$ cat src/rtl/lr35902_mem_pkg.sv
// Shared constants for the LR35902 CPU-side RAMs: default HRAM/WRAM geometry
// and the state encoding of the optional clear sequencer.
package lr35902_mem_pkg;

  localparam int HRAM_WIDTH = 8;
  localparam int HRAM_DEPTH = 128;
  localparam int WRAM_WIDTH = 8;
  localparam int WRAM_DEPTH = 4096;

  typedef enum logic {
    ST_IDLE  = 1'b0,
    ST_CLEAR = 1'b1
  } clr_state_t;

endpackage

$ cat src/rtl/lr35902_strobe_edge.sv
// Edge detector for one level strobe: rise fires on 0->1, fall on 1->0.
// Events are masked while hold or reset is high; the history flop keeps tracking.
module lr35902_strobe_edge (
  input  logic clk,
  input  logic reset,
  input  logic hold,
  input  logic in,
  output logic rise,
  output logic fall
);

  logic r_in;

  // Reset loads the live level so a strobe already high before reset never
  // looks like a fresh edge afterwards.
  always_ff @(posedge clk) begin
    if (reset) r_in <= in;
    else       r_in <= in;
  end

  assign rise = in & ~r_in & ~hold & ~reset;
  assign fall = ~in & r_in & ~hold & ~reset;

endmodule

$ cat src/rtl/lr35902_sram.sv
// Single-port CPU-side RAM: read commits on the rising edge of read, write on
// the falling edge of write. Define LR35902_SRAM_CLEAR_EN for the post-reset FILL sweep.
module lr35902_sram
  import lr35902_mem_pkg::*;
#(
  parameter int              WIDTH = HRAM_WIDTH,
  parameter int              DEPTH = HRAM_DEPTH,
  parameter logic [WIDTH-1:0] FILL = '0,
  parameter int              ADR_W = $clog2(DEPTH)
) (
  input  logic             clk,
  input  logic             reset,
  output logic [WIDTH-1:0] dout,
  input  logic [WIDTH-1:0] din,
  input  logic [ADR_W-1:0] adr,
  input  logic             read,
  input  logic             write,
  output logic             busy
);

  localparam logic [ADR_W:0] DEPTH_W = (ADR_W+1)'(DEPTH);

  logic [WIDTH-1:0] r_mem [DEPTH];
  logic [WIDTH-1:0] r_dout;

  logic             w_hold;
  logic             w_rd_ev;
  logic             w_wr_ev;
  logic             w_rd_unused;
  logic             w_wr_unused;
  logic             w_in_range;
  logic             w_mem_we;
  logic [ADR_W-1:0] w_mem_adr;
  logic [WIDTH-1:0] w_mem_din;

  assign w_in_range = ({1'b0, adr} < DEPTH_W);

`ifdef LR35902_SRAM_CLEAR_EN
  clr_state_t       r_state;
  clr_state_t       w_state_nxt;
  logic [ADR_W-1:0] r_cnt;
  logic [ADR_W-1:0] w_cnt_nxt;
  logic             w_clr_we;

  always_ff @(posedge clk) begin
    if (reset) begin
      r_state <= ST_CLEAR;
      r_cnt   <= '0;
    end else begin
      r_state <= w_state_nxt;
      r_cnt   <= w_cnt_nxt;
    end
  end

  // One word per cycle; the last word (cnt == DEPTH-1) hands over to IDLE.
  always_comb begin
    w_state_nxt = r_state;
    w_cnt_nxt   = r_cnt;
    w_clr_we    = 1'b0;
    busy        = 1'b0;
    case (r_state)
      ST_CLEAR: begin
        busy      = 1'b1;
        w_clr_we  = 1'b1;
        w_cnt_nxt = r_cnt + ADR_W'(1);
        if (r_cnt == ADR_W'(DEPTH - 1)) begin
          w_state_nxt = ST_IDLE;
          w_cnt_nxt   = '0;
        end
      end
      default: begin
        busy = 1'b0;
      end
    endcase
  end

  assign w_hold    = busy;
  assign w_mem_we  = w_clr_we | (w_wr_ev & w_in_range);
  assign w_mem_adr = w_clr_we ? r_cnt : adr;
  assign w_mem_din = w_clr_we ? FILL : din;
`else
  assign busy      = 1'b0;
  assign w_hold    = 1'b0;
  assign w_mem_we  = w_wr_ev & w_in_range;
  assign w_mem_adr = adr;
  assign w_mem_din = din;
`endif

  lr35902_strobe_edge u_rd_edge (
    .clk   (clk),
    .reset (reset),
    .hold  (w_hold),
    .in    (read),
    .rise  (w_rd_ev),
    .fall  (w_rd_unused)
  );

  lr35902_strobe_edge u_wr_edge (
    .clk   (clk),
    .reset (reset),
    .hold  (w_hold),
    .in    (write),
    .rise  (w_wr_unused),
    .fall  (w_wr_ev)
  );

  always_ff @(posedge clk) begin
    if (w_mem_we) r_mem[w_mem_adr] <= w_mem_din;
  end

  // Write-first: a read and write committing together return the new data.
  always_ff @(posedge clk) begin
    if (reset) begin
      r_dout <= FILL;
    end else if (w_rd_ev) begin
      if (!w_in_range)  r_dout <= FILL;
      else if (w_wr_ev) r_dout <= din;
      else              r_dout <= r_mem[adr];
    end
  end

  assign dout = r_dout;

endmodule
$ cat config.mk
export PLATFORM = sky130hd
export DESIGN_NAME = lr35902_sram
export DESIGN_NICKNAME = d
export VERILOG_FILES = /design/src/rtl/lr35902_mem_pkg.sv /design/src/rtl/lr35902_strobe_edge.sv /design/src/rtl/lr35902_sram.sv
export SDC_FILE = /design/constraint.sdc
export NUM_CORES = 1
export LEC_CHECK = 0
export BUFFER_PORTS_ARGS = -buffer_cell sky130_fd_sc_hd__buf_2
export CAP_MARGIN = 20
export CORE_MARGIN = 8
export CORE_UTILIZATION = 43
export CTS_CLUSTER_DIAMETER = 200
export DETAILED_ROUTE_END_ITERATION = 8
export PLACE_DENSITY_LB_ADDON = 0.08
export SLEW_MARGIN = 10
export SYNTH_ARGS = -nofsm -noshare
export SYNTH_HDL_FRONTEND = slang
export SYNTH_SLANG_ARGS = --single-unit
export TNS_END_PERCENT = 30
$ cat constraint.sdc
create_clock -name clk -period 2.8 [get_ports clk]
set_input_delay 0.56 -clock clk [delete_from_list [all_inputs] [get_ports clk]]
set_output_delay 0.56 -clock clk [all_outputs]
set_load 0.05 [all_outputs]
# Yosys cells after proc, flatten, opt, wreduce, memory -nomap -nowiden
# Memory sizes are Yosys's and may differ from the RTL's. A register that Yosys moved wholly into a read port is not among the register bits.
# Index checks and enable logic that the tools add are counted.
dict set report word_totals {
  ff_bits 2
  ramBits 1024
  in_bits 19
  out_inout_bits 9
  word_cells 12
  n_memories 1
}
dict set report classes {
  mux 2
  bitwise 7
}
# name depth width read_ports rd_ports_with_merged_regs write_ports line
set memory_table {}
lappend memory_table {r_mem 128 8 1 1 1 lr35902_sram.sv:23} ;# logic [WIDTH-1:0] r_mem [DEPTH];
# cell count
set ops {}
lappend ops {{$and 1x1->1} 4}
lappend ops {{$not 1->1} 3}
lappend ops {{$mux 1} 2}

# Longest topological paths before layout
# Gate-level depths: netlist of run 1.
dict set report depth {
  word_depth 5
  depth_mapped 12
}

# Modules after synthesis
# From an unflattened synthesis of run 1, not the netlist that was laid out.
dict set report unflattened {
  hier_cells 2309
  area_unflattened_um2 40635.2
}
# module n_inst cells_each area_per_inst_um2
set by_module_without_submodules {}
lappend by_module_without_submodules {lr35902_sram 1 2303 40560.2}
lappend by_module_without_submodules {lr35902_strobe_edge 2 3 37.5}

# Least setup slack after synthesis of run 1
# OpenSTA, ideal clock, no wires.
dict set report synth_timing {
  kind {input-to-reg}
  start {input port adr[2]}
  end {memory r_mem[110][0] (netlist bit), enable pin}
  setup_time_ns 0.371
  t_arrival_ns 2.557
  required_ns 2.429
  setup_slack_ns -0.128
  stages 9
  cell_sequence {buf_2 > buf_2 > buf_2 > buf_2 > buf_2 > buf_2 > nand3_1 > clkbuf_1 > nor2_1}
}
# element line
set synth_lines {}
lappend synth_lines {{start, declared} lr35902_sram.sv:15} ;# input logic [ADR_W-1:0] adr,
lappend synth_lines {{end, declared} lr35902_sram.sv:23}
# No word-level cell before the write port.

==> metrics.txt, run 1 <==
area grow syn2layout=22.9%; Post-Synthesis Cell Area=just over 40000 µm²; Fill cells=between 7000 and 8000; max cap viols=0; Site Rows=112; Synth Register Bits=slightly above 1000; Final period util=roughly 100%; final hold vios=0; initial core utilization=between 40 and 50%; Rel. slew slack=between 40% and 50%; largest net degree at the start of global routing=between 60 and 70; post-synth net total=approximately 2300; final-report max-slew violation count=0; first-pass GRT wire length=roughly 190000 µm; core area=slightly above 90000 µm²; # setup viols final=0; gr ovfl total=0; CTS tree=yes; Sequential Area=slightly above 30000 µm²; critical-path maximum fanout=30; Initial DRC Count=between 3000 and 4000; TritonCTS Buffers=between 100 and 150; RSZ-0062 raised after global routing=no; Worst Tran Pin Value=around 0.81 ns; critical path type=input port to flop; post-route minimum period=2.79 ns; crit-path cells=buf_8, buf_4, buf_12, mux4_2, nor2_1, nor2_1, o2111ai_1, nand2_1, nor4_2, a211oi_1; root buf cell=clkbuf_16; Global Route Usage Sum=about a quarter; WL/cell=around 32 µm; static leakage=between 15 and 20 nW; Mapped Avg Cell Area=17.8 µm²; post-route ant nets=0; final wirelength=134000 µm; Setup Skew=~0.026 ns; clock slew at reported path FFs=about 0.06 ns; outcome=complete, no violations; multi-input logic area=roughly 9000 µm²; initial antenna violation count=11; Port Buffer Count=26; Die Y=323 µm; Post-synth top flop=edfxtp_1; DRC=0; number of global-route vias before repair=roughly 25000; Final HPWL DP=between 90000 and 100000 µm; yosys warns=0; power density cells=between 600 and 700 nW/µm²; Layout Nets=between 2000 and 3000; drt pass-1 iters=6; post-DR vias/cell=between 6 and 7; Max VDD drop=about 580 µV; H-tree Lvls=3; required time worst endpoint=3.35 ns; slowest CP cell=mux4_2; max incr delay on CP=0.53 ns; sequential area share after synthesis=roughly three quarters; Crit path top cell by count=nor2_1; crit-path leading delay family=simple AND/OR/NAND/NOR gates; RD Place Congestion=approximately 0.95; Clock Path Buffers=3; startpoint types=input port; Finished Layout Cells=roughly 4100; area of the die=around 100000 µm²; Hold WC Path Type=input port to flop; worst path bufs/invs=3; clock sinks=a little over 1000; Post-CTS Setup Bufs=0; Inst Count DP=about 3900; vias=roughly 25000; CP arrival=~3.4 ns; layout cells sized above 1=a little under a third; Crit. End Element=flop; chip width=~320 µm; synth unique cells=78; Max Fclk=358 MHz; EDFF count, synth=~1000; Clock Latency Late Sink=0.69 ns; Tot Pwr=around 33 mW; IO Pins=28; Synth Instances=~2300; ys async rst share=0%
## synth_stat cells, types with 6 or more instances
master / instances / area (µm²)
a2111oi_0: 6 / 52.6
a211oi_1: 15 / 113
a21oi_1: 46 / 230
a221o_1: 16 / 160
a221oi_1: 111 / 972
a22o_1: 17 / 149
a22oi_1: 54 / 405
a31oi_1: 9 / 56.3
and2_1: 6 / 37.5
buf_1: 11 / 41.3
buf_2: 54 / 270
buf_4: 13 / 97.6
clkbuf_1: 84 / 315
dfxtp_1: 10 / 200
edfxtp_1: 1024 / 30700
mux2_2: 62 / 698
mux2i_1: 110 / 1100
mux4_2: 86 / 1940
nand2_1: 77 / 289
nand2b_1: 13 / 81.3
nand3_1: 21 / 105
nor2_1: 185 / 694
nor2b_1: 13 / 81.3
nor3_1: 20 / 100
nor4_1: 6 / 37.5
o211ai_1: 8 / 60.1
o21ai_0: 44 / 220
o221ai_1: 21 / 184
o22a_1: 10 / 87.6
o22ai_1: 22 / 138
o2bb2ai_1: 12 / 105
## area by class of cell
| cell class | instances | area share (%) |
|---|---|---|
| Clock buffer | 138 | 5.77 |
| Timing Repair Buffer | 576 | 10.0 |
| Antenna cell | 2 | 0.0100 |
| Tap cell | 1254 | 3.14 |
| Sequential cell | 1034 | 62.0 |
| Multi-Input combinational cell | 1079 | 18.0 |
| Clock inverter | 59 | 0.970 |
| Inverter | 5 | 0.0376 |
## power breakdown
group          total (mW)  switching (mW)  internal, mW
clock                13.8            5.89          7.88
sequential           17.0          0.0210          17.0
combinational        2.36            1.48         0.876
total                33.2            7.39          25.8
## cells by family (layout without fill, tap and decap cells)
group	Yosys count	count (layout)	synth area share [%]
AO/OA/AOI/OAI	444	444	8.43
buffers and inverters	169	778	1.89
flip-flops	1034	1034	76.2
multiplexers	260	260	9.33
other	1	3	0.00923
AND/OR/NAND/NOR	374	374	4.13
## registers in the layout (all words and copies together), names as in the netlist
name,flops
dout,8
u_rd_edge.r_in,1
r_mem,1024
u_wr_edge.r_in,1
## worst paths after layout
path / from / to / slack, ns / depth (start not counted)
setup / recovery: adr[1] / dout[5]$_SDFFE_PP0P_ / 0.007 / 10
hold reg to reg: dout[6]$_SDFFE_PP0P_ / dout[6]$_SDFFE_PP0P_ / 0.59 / 2
setup reg to reg: r_mem[115][6]$_DFFE_PP_ / dout[6]$_SDFFE_PP0P_ / 0.10 / 7
hold / removal: read / u_rd_edge.r_in$_DFF_P_ / 0.11 / 1
## metrics by stage
stage	cell area (µm²)	setup slack [ns]	hold WS, ns	utilization, %	setup TNS (ns)
floorplan	40600	-0.128	0.588	-	-20.67
global placement	46500	-0.807	0.597	49.7	-55.54
detailed placement	46500	-0.833	0.564	49.7	-57.96
CTS	49900	0.00575	0.0511	53.3	0
global route	49900	0.0135	0.0703	53.4	0
finish	49900	0.00734	0.111	53.4	0
## cells in the final DEF (no fill, tap or decap), types with 5 or more instances in the layout
cell type	netlist	layout
buf_2	54	15
mux4_2	86	86
a221oi_1	111	111
o22a_1	10	10
a21oi_1	46	46
nand2b_1	13	13
o22ai_1	22	22
nor2b_1	13	8
a22o_1	17	17
nor2_1	185	182
a211oi_1	15	15
nor3_1	20	19
buf_4	13	502
a31oi_1	9	9
mux2i_1	110	110
nor4_1	6	5
o311ai_0	5	5
buf_12	0	55
edfxtp_1	1024	1024
clkbuf_1	84	27
o21ai_0	44	44
a2111oi_0	6	6
clkinv_1	2	24
nand2_1	77	77
dfxtp_1	10	10
o31ai_1	5	5
clkbuf_16	0	111
a221o_1	16	16
mux2_2	62	62
o221ai_1	21	21
bufinv_16	0	7
clkinv_2	0	18
o211ai_1	8	8
o2bb2ai_1	12	12
nand3_1	21	21
a22oi_1	54	54
## timing repair
action                                  4_1_cts  5_1_grt
hold buffers                                  1        0
gates cloned                                  0        0
endpoints found under the setup margin        1        1
hold endpoints to repair                      1        0
resized for setup                             1        3
## routing by layer
metal / up-vias / share of wire, % / track usage (%)
li1: 10400 / - / -
met1: 13000 / 42 / 36.3
met2: 1258 / 46 / 39.7
met3: 258 / 8.2 / 4.44
met4: 2 / 4.1 / 9.42
met5: - / 0.0097 / 0
Note: power is estimated with default switching activity, not from simulation.
==> inputs of run 2 (changes only) <==
--- a/config.mk
+++ b/config.mk
@@ -5,6 +5,7 @@
 export SDC_FILE = /design/constraint.sdc
 export NUM_CORES = 1
 export LEC_CHECK = 0
+export ABC_AREA = 1
 export BUFFER_PORTS_ARGS = -buffer_cell sky130_fd_sc_hd__buf_2
 export CAP_MARGIN = 20
 export CORE_MARGIN = 8
==> metrics.txt, run 2 <==
WL/cell=21.0 µm (-35%); power density cells=660 nW/µm² (-0.72%); Hold Crit Endpoint=u_rd_edge.r_in$_DFF_P_; first-pass GRT wire length=185000 µm (-2.5%); post-route minimum period=2.54 ns (-0.249 ns); commonest non-fill, non-tap cells in the layout=nand2_1, edfxtp_1, buf_4; initial core utilization=43.2% (-0.29 points); Synth Register Bits=1034 (unchanged); commonest non-fill, non-tap cell in the layout=nand2_1; slowest CP cell=dlygate4sd3_1; CTS tree=yes; placed instance area=47300 µm² (+1.8%); critical path type=input port to flop; max reg flops=1024 (unchanged); # setup viols final=0 (unchanged); area of the die=112000 µm² (+7.4%); Crit. End Element=flop; initial antenna violation count=3 (-8); RSZ-0062 raised after global routing=no; final wirelength=124000 µm (-8.0%); Site Rows=117 (+4.5%); gr ovfl total=0 (unchanged); Post-synth top flop=edfxtp_1; Inst Count DP=5688 (+44%); Max VDD drop=468 µV (-19%); top post-synthesis cells by count=nand2_1, edfxtp_1, nor2_1; Hold WC Path Type=input port to flop; sequential area share after synthesis=70.7% (-5.5 points); layout cells sized above 1=11.4% (-20 points); startpoint types=input port; Post-Synthesis Cell Area=43800 µm² (+7.8%); largest net degree at the start of global routing=59 (-9.2%); worst-case reg-to-reg path depth=8 (+1); clock sinks=1034 (unchanged); IO Pins=28 (unchanged); synth unique cells=27 (-65%); Finished Layout Cells=5896 (+42%); reg2reg setup slack=0.47 ns (+0.37 ns); worst hold stages=1 (unchanged); Most flops, register=r_mem; crit-path cells=dlygate4sd3_1, buf_2, nor2_1, nand2_1, inv_1, nand3_1, buf_4, nor2_1, buf_4; critical-path maximum fanout=9 (-70%); DRC=0 (unchanged); max cap viols=0 (unchanged); final hold vios=0 (unchanged); Setup Skew=0.0183 ns (-0.00791 ns); FF-to-FF End=r_mem[5][7]$_DFFE_PP_; ys async rst share=0% (unchanged); Clock Path Buffers=3 (unchanged); Synth Instances=4208 (+84%); clock slew at reported path FFs=0.06 ns (about the same); post-synth net total=4227 (+84%); root buf cell=clkbuf_16; Worst Tran Pin Value=0.719 ns (-0.0954 ns); Port Buffer Count=26 (unchanged); final-report max-slew violation count=0 (unchanged); Clock Latency Late Sink=0.68 ns (about the same); post-route ant nets=0 (unchanged); vias=29300 (+18%); Yosys top cell area share=70.2% (-5.5 points); Initial DRC Count=2618 (-17%); area grow syn2layout=16.2%; outcome=complete, no violations; Setup TNS Final=0 ns (unchanged); leading area contributor after synthesis=edfxtp_1; Max Fclk=393 MHz (+9.8%); required time worst endpoint=3.17 ns (-0.18 ns); Global Route Usage Sum=21.9% (-3.7 points); Critical R2R Launch=u_wr_edge.r_in$_DFF_P_; Final period util=90.8% (-8.9 points); post-DR vias/cell=4.97 (-17%); Layout Nets=4454 (+58%); max incr delay on CP=0.53 ns (about the same); RD Place Congestion=0.892 (-5.9%); Final HPWL DP=77600 µm (-17%); Mapped Avg Cell Area=10.4 µm² (-42%); top cells by area, synth=edfxtp_1, nand2_1, nor2_1; H-tree Lvls=3 (unchanged); chip width=335 µm (+3.6%); post-route cell area=50900 µm² (+2.0%); Die Y=335 µm (+3.6%); drt pass-1 iters=5 (-1); HP Start=read; dominant cell by count in the synthesized netlist=nand2_1; Rel. slew slack=52.1% (+6.8 points); CP arrival=2.92 ns (-0.43 ns); core area=101000 µm² (+8.5%); TritonCTS Buffers=112 (+3.7%); EDFF count, synth=1024 (unchanged); static leakage=20.6 nW (+22%); number of global-route vias before repair=28600 (+14%); yosys warns=0 (unchanged)
==> run 2: cell count changes in the layout (fill, tap and decap cells not counted), moves of 22 or more <==
| cell | before | now |
|---|---|---|
| a21oi_1 | 46 | 89 |
| a221oi_1 | 111 | 0 |
| a22oi_1 | 54 | 0 |
| buf_4 | 502 | 262 |
| inv_1 | 2 | 28 |
| mux2_2 | 62 | 0 |
| mux2i_1 | 110 | 0 |
| mux4_2 | 86 | 0 |
| nand2_1 | 77 | 2421 |
| nand3_1 | 21 | 52 |
| nor2_1 | 182 | 237 |
| o21ai_0 | 44 | 68 |
| o22ai_1 | 22 | 0 |
==> run 2: how the worst max path moves through the flow <==
stage	from	end	slack (ns)	cells past startpoint
global placement	adr[6]	r_mem[70][2]$_DFFE_PP_	0.14	8
CTS	write	r_mem[53][4]$_DFFE_PP_	0.37	9
finish	write	r_mem[5][7]$_DFFE_PP_	0.26	9
floorplan	adr[0]	r_mem[93][0]$_DFFE_PP_	0.47	7
detailed placement	adr[1]	r_mem[34][0]$_DFFE_PP_	0.12	10
global route	write	r_mem[53][7]$_DFFE_PP_	0.15	9
==> run 2: through the flow <==
step	power [mW]	hold WS [ns]	setup slack, ns	utilization, %
final	33.6	0.0874	0.257	50.1
after global routing	34.6	0.0467	0.150	50.1
after CTS	33.9	0.0263	0.369	50.1
after detailed placement	19.5	0.533	0.124	46.6
after global placement	19.5	0.539	0.138	46.6
after floorplan	18.5	0.588	0.466	-
==> run 2: power by group <==
part           internal, mW  switching [mW]
clock                  8.38            6.01
combinational         0.589            1.57
sequential             17.0          0.0119
==> run 2: cell type report <==
| class | instances | area [µm²] |
|---|---|---|
| fill | 9277 | 50600 |
| sequential | 1034 | 30900 |
| multi-input combinational | 2923 | 11400 |
| timing repair buffer | 332 | 3120 |
| clock buffer | 137 | 2960 |
| tap | 1368 | 1710 |
| clock inverter | 67 | 587 |
| inverter | 32 | 146 |
| antenna | 3 | 7.51 |
==> run 2: critical path: cells and delay by family <==
| kind | cells | cell delay [ns] |
|---|---|---|
| buffers and inverters | 5 | 1.41 |
| and+or+nand+nor | 4 | 0.93 |
==> run 2: cells by family (layout without fill, tap and decap cells) <==
group,after synthesis,count (layout),share of synthesized area [%]
AND/OR/NAND/NOR,2743,2743,23.9
flip-flops,1034,1034,70.7
other,1,4,0.00856
AO/OA/AOI/OAI,179,179,2.13
buffers and inverters,251,568,3.31
==> run 2: timing repair <==
item	in CTS	in global routing
buffers inserted	0	0
endpoints found under the hold margin	1	0
hold buffers	1	0
gates resized for setup	0	0
==> run 2: per-layer routing <==
layer,GRT usage [%],vias to the layer above,share of wire (%)
met4,6.00,0,2.3
met3,2.68,162,5.2
met1,31.3,14100,46
met5,0,-,0
met2,35.3,721,47
li1,-,14300,-
